==> config.mk <==
export PLATFORM = sky130hd
export DESIGN_NAME = pool_stream_mc
export DESIGN_NICKNAME = d
export VERILOG_FILES = /design/src/rtl/pool_stream_mc.sv
export SDC_FILE = /design/constraint.sdc
export NUM_CORES = 1
export LEC_CHECK = 0
export CORE_MARGIN = 2
export CORE_UTILIZATION = 50
export CTS_CLUSTER_SIZE = 16
export DETAILED_ROUTE_END_ITERATION = 10
export GPL_TIMING_DRIVEN = 0
export PLACE_DENSITY_LB_ADDON = 0.3
export SETUP_SLACK_MARGIN = 0.1
export SYNTH_ARGS = -nofsm -noshare
export SYNTH_HDL_FRONTEND = slang
export SYNTH_SLANG_ARGS = --single-unit
==> constraint.sdc <==
create_clock -name clk -period 2.8 [get_ports clk]
set_input_delay 0.56 -clock clk [delete_from_list [all_inputs] [get_ports clk]]
set_output_delay 0.56 -clock clk [all_outputs]
set_load 0.01 [all_outputs]
==> src/rtl/pool_stream_mc.sv <==
// Multi-channel streaming N x N pooling stage (max or average) with a ready/valid
// result register and a frame_done pulse on delivery of the last window of a frame.
module pool_stream_mc #(
    parameter int BitSize    = 4,
    parameter int Channels   = 2,
    parameter int ImageWidth = 8,
    parameter int N          = 2
) (
    input  logic                         clk,
    input  logic                         res_n,
    input  logic                         in_valid,
    input  logic [Channels*BitSize-1:0]  in_data,
    input  logic                         mode,
    output logic                         out_ready,
    input  logic                         next_ready,
    output logic                         out_valid,
    output logic [Channels*BitSize-1:0]  out_data,
    output logic                         frame_done
);

    localparam int LogN = $clog2(N);
    localparam int AccW = BitSize + 2 * LogN;
    localparam int Cols = ImageWidth / N;
    localparam int CW   = (ImageWidth > 1) ? $clog2(ImageWidth) : 1;
    localparam int IW   = (Cols > 1) ? $clog2(Cols) : 1;
    localparam logic [CW-1:0] LastPos = CW'(ImageWidth - 1);

    logic [CW-1:0]           row_q;
    logic [CW-1:0]           col_q;
    logic                    mode_q;
    logic                    out_last_q;
    logic signed [AccW-1:0]  part_q   [Cols][Channels];
    logic signed [AccW-1:0]  pix_ext  [Channels];
    logic signed [AccW-1:0]  next_acc [Channels];
    logic signed [AccW-1:0]  avg_acc  [Channels];
    logic [Channels*BitSize-1:0] result;

    logic          accept;
    logic          first_px;
    logic          win_open;
    logic          win_close;
    logic          frame_end;
    logic          mode_eff;
    logic [IW-1:0] col_idx;

    assign out_ready  = !out_valid || next_ready;
    assign accept     = in_valid && out_ready;
    assign first_px   = (row_q == '0) && (col_q == '0);
    assign win_open   = (row_q[LogN-1:0] == '0) && (col_q[LogN-1:0] == '0);
    assign win_close  = (&row_q[LogN-1:0]) && (&col_q[LogN-1:0]);
    assign frame_end  = (row_q == LastPos) && (col_q == LastPos);
    assign col_idx    = IW'(col_q >> LogN);
    // Pixel (0,0) already pools with the live mode input, so the whole frame is consistent.
    assign mode_eff   = first_px ? mode : mode_q;
    assign frame_done = out_valid && next_ready && out_last_q;

    always_comb begin
        result   = '0;
        pix_ext  = '{default: '0};
        next_acc = '{default: '0};
        avg_acc  = '{default: '0};
        for (int k = 0; k < Channels; k++) begin
            pix_ext[k] = AccW'($signed(in_data[k*BitSize +: BitSize]));
            if (win_open)
                next_acc[k] = pix_ext[k];
            else if (mode_eff)
                next_acc[k] = part_q[col_idx][k] + pix_ext[k];
            else
                next_acc[k] = (pix_ext[k] > part_q[col_idx][k]) ? pix_ext[k] : part_q[col_idx][k];
            avg_acc[k] = next_acc[k] >>> (2 * LogN);
            result[k*BitSize +: BitSize] = mode_eff ? avg_acc[k][BitSize-1:0]
                                                    : next_acc[k][BitSize-1:0];
        end
    end

    always_ff @(posedge clk or negedge res_n) begin
        if (!res_n) begin
            row_q      <= '0;
            col_q      <= '0;
            mode_q     <= 1'b0;
            out_valid  <= 1'b0;
            out_last_q <= 1'b0;
            out_data   <= '0;
            for (int i = 0; i < Cols; i++)
                for (int k = 0; k < Channels; k++)
                    part_q[i][k] <= '0;
        end else begin
            if (accept) begin
                for (int k = 0; k < Channels; k++)
                    part_q[col_idx][k] <= next_acc[k];
                if (first_px)
                    mode_q <= mode;
                if (col_q == LastPos) begin
                    col_q <= '0;
                    row_q <= (row_q == LastPos) ? '0 : row_q + CW'(1);
                end else begin
                    col_q <= col_q + CW'(1);
                end
            end
            // A window closing while the old result drains replaces it without a bubble.
            if (accept && win_close) begin
                out_data   <= result;
                out_valid  <= 1'b1;
                out_last_q <= frame_end;
            end else if (next_ready) begin
                out_valid  <= 1'b0;
                out_last_q <= 1'b0;
            end
        end
    end

endmodule

==> results.txt <==
- The die is 95.4 um wide.
* Final worst-path setup slack: -202 ps
- The most used flip-flop cell after synthesis is dfrtp_1.
- After the first detailed-routing iteration, the DRC count stood at 305.
- For this run, design rule violations remaining after detail routing come to 0.
- Antenna violations before repair: 0
* Share of cells above drive strength 1: a little over 40%
- STA classifies the critical path endpoint as a flop.
- STA classifies the critical path startpoint as a flop.
- FP Rows: 33
- Synth Area per Inst: 10.5 sq um
- Number of global-route vias before repair: 3569
- The min-delay analysis places its worst path in the category input port to asynchronous set/reset pin.
- Layout overhead on the synthesized area: 37.6%
* Number of nets produced by synthesis: 442
- Setup repair after global routing missed its margin: true
- Routed WL per cell: about 20 um
- Run status: finished, violations left
* Area of all placed cells without fillers: approximately 5700 sq um
* Maximum number of pins on one net before global-route repair: 66
* H-tree lvl count: 3
- For this configuration, the core starts out at a cell density of approximately 51%.
- CP arrival: between 3000 and 4000 ps
- The first global-routing pass estimated between 15000 and 20000 um of wire.
* Layout Nets: around 520
* Die boundary height: between 90 and 100 um
* Final weighted congestion of routability-driven global placement: between 0.9 and 1
* Min Clock Period, post-route: around 3000 ps
* Routed Wire Length: around 12000 um
- Post-synthesis cell area: approximately 4200 sq um
- The repair_antennas step left the layout with diodes totalling 0.
- Routed Antenna Nets: 0
* Clock skew after layout: roughly 12 ps
- Clock buffers created by TritonCTS: 9
- After detailed routing, the number of vias per cell comes to just over 6.
- Share of synthesized flip-flops with an asynchronous set or reset: 100%
- The final reports fail on setup timing.
- Number of standard cells after synthesis: between 300 and 400
- Critical path start-end classification: flop to flop
* Number of detailed-route iterations in the first pass: 6
- IO Count: 24
- At the worst endpoint, the required time is ~3000 ps.
- Cell area after placement: approximately 4700 sq um
* Maximum fanout encountered on the critical timing path: 6
- Yosys mapped the design onto 64 distinct sky130hd cell types.
- Across every metal layer, demand over resource in global routing totals a little over a quarter.
* Least-Margin Pin Slew: 1350 ps
- Clock latency on the worst-skew pair, taken at its later pin, is around 350 ps.
* EDFF count, synth: 0
- In this run the tool buffered the top-level ports with 23 buffer cells.
- The floorplan step defined a die boundary enclosing roughly 9100 sq um.
- Via count: approximately 3600
- Gr ovfl total: 0
- Cell chosen for the clock root: clkbuf_8
* Detailed placer's ending HPWL: 7390 um
- Sequential cell area fraction in the yosys report: 39.0%
- Setup violations remaining at the end of the flow were counted as between 50 and 60.
- Clock tree from TritonCTS: built
* Register bit count reported by yosys: 65
* YS warnings: 0
* Peak Freq: between 300 and 400 MHz
- After floorplanning, the core was sized to cover between 8000 and 9000 sq um.
- Clock-pin slew was measured on the worst setup and hold paths at 80 ps.
- In this run the deepest clock path goes through 2 buffers.
* Final Slew Violations: 0
* Period utilisation layout: 107%
* Number of clock sinks seen by CTS: 65
* Number of hold-slack violations in the final timing report: 0
- Number of violations of the max-capacitance limit: 0
* Worst rel slew slack: under 10%
[synthesized netlist by cell type, types with 2 or more instances]
| cell | number | area [sq um] |
|---|---|---|
| a21o_1 | 4 | 30.0 |
| a21oi_1 | 12 | 60.1 |
| a221oi_1 | 2 | 17.5 |
| and2_1 | 2 | 12.5 |
| and3_1 | 3 | 18.8 |
| buf_1 | 2 | 7.51 |
| buf_2 | 2 | 10.0 |
| buf_4 | 3 | 22.5 |
| buf_6 | 4 | 45.0 |
| clkbuf_1 | 6 | 22.5 |
| dfrtp_1 | 65 | 1630 |
| fa_1 | 2 | 40.0 |
| ha_1 | 28 | 350 |
| inv_1 | 21 | 78.8 |
| mux2_2 | 20 | 225 |
| mux2i_1 | 7 | 70.1 |
| mux4_1 | 3 | 78.8 |
| mux4_2 | 9 | 203 |
| nand2_1 | 55 | 206 |
| nand2b_1 | 7 | 43.8 |
| nand3_1 | 16 | 80.1 |
| nand3b_1 | 2 | 15.0 |
| nor2_1 | 17 | 63.8 |
| nor2b_1 | 5 | 31.3 |
| nor3_1 | 9 | 45.0 |
| nor4_1 | 2 | 12.5 |
| o211ai_1 | 2 | 15.0 |
| o21ai_0 | 19 | 95.1 |
| o21ai_1 | 11 | 55.1 |
| o21bai_1 | 2 | 15.0 |
| o22ai_1 | 5 | 31.3 |
| o31ai_1 | 14 | 105 |
| or3_1 | 2 | 12.5 |
| xnor2_1 | 4 | 35.0 |
| xor2_1 | 3 | 26.3 |
[cells in the final DEF, fill, tap and decap left out, types with 11 or more instances in the layout]
master            n
buf_4            34
buf_6            15
clkdlybuf4s50_1  22
dfrtp_1          65
ha_1             16
ha_4             11
inv_1            11
mux2_2           16
mux4_2           12
nand2_1          54
nand3_1          12
nor2_1           12
o21ai_1          11
[metal layers]
layer	vias to the layer above	GRT usage (%)	wire length [um]
met4	0	12.3	382
met5	-	0	0
met2	205	41.7	5640
met1	1788	35.1	5030
met3	45	4.11	826
li1	1607	-	-
[critical path: stages, from the launching register on]
cell and delay (ps):
dfrtp_1 410, buf_6 120, buf_6 110, mux4_2 540, inv_2 100, ha_4 200
and4_4 210, and3_4 180, a31oi_4 260, buf_4 170, a21oi_2 80, a2bb2oi_2 210
mux2_2 290
[sequential cells by signal (all words and copies together) (netlist names)]
| signal | count |
|---|---|
| col_q | 3 |
| row_q | 3 |
| part_q | 48 |
| out_data | 8 |
| out_last_q | 1 |
| mode_q | 1 |
| out_valid | 1 |
[path summary, 6_finish.rpt]
path,startpoint,end,slack (ps),depth (start not counted)
min reg2reg,part_q[47],part_q[47],480,2
max reg2reg,col_q[1],part_q[38],-200,12
min in group clk,part_q[47],part_q[47],480,2
min,res_n,out_data[1],290,1
max in group asynchronous,res_n,part_q[26],1950,1
max,col_q[1],part_q[38],-200,12
[layout make-up]
cell class / count / area (sq um)
Timing Repair Buffer: 65 / 581
Fill cell: 549 / 2390
Multi-Input combinational cell: 294 / 2930
Clock buffer: 10 / 138
Buffer: 18 / 144
Sequential cell: 65 / 1630
Clock inverter: 6 / 114
Inverter: 22 / 82.6
Tap cell: 105 / 131
[logic make-up (layout without fill, tap and decap cells)]
logic type,count (synthesis),in the layout,synth area share (%)
flops,65,65,39.0
buf+inv,40,121,4.92
fa+ha+maj,30,30,9.36
xor+xnor,7,7,1.47
mux,41,41,14.5
compound gates,91,91,16.5
simple gates,125,125,14.4
[repair_timing]
action	in CTS	in global routing
pin swaps	33	31
endpoints found under the setup margin	56	56
setup buffers	35	8
gates resized for setup	72	44
cloned	1	0
hold buffers	0	0
[metrics by stage]
stage	std cells	setup TNS [ps]	setup slack, ps	hold slack [ps]	utilization [%]
after floorplan	399	0	28.1	264	-
after CTS	577	-2440	-153	331	67.1
after global placement	527	-78350	-933	457	57.6
final	585	-5310	-202	292	70.6
after detailed placement	527	-20330	-540	467	57.5
after global routing	585	-10650	-300	376	70.6
Power is not shown: default switching activity piles up to over one toggle a cycle in this logic, so the estimate is an artifact.
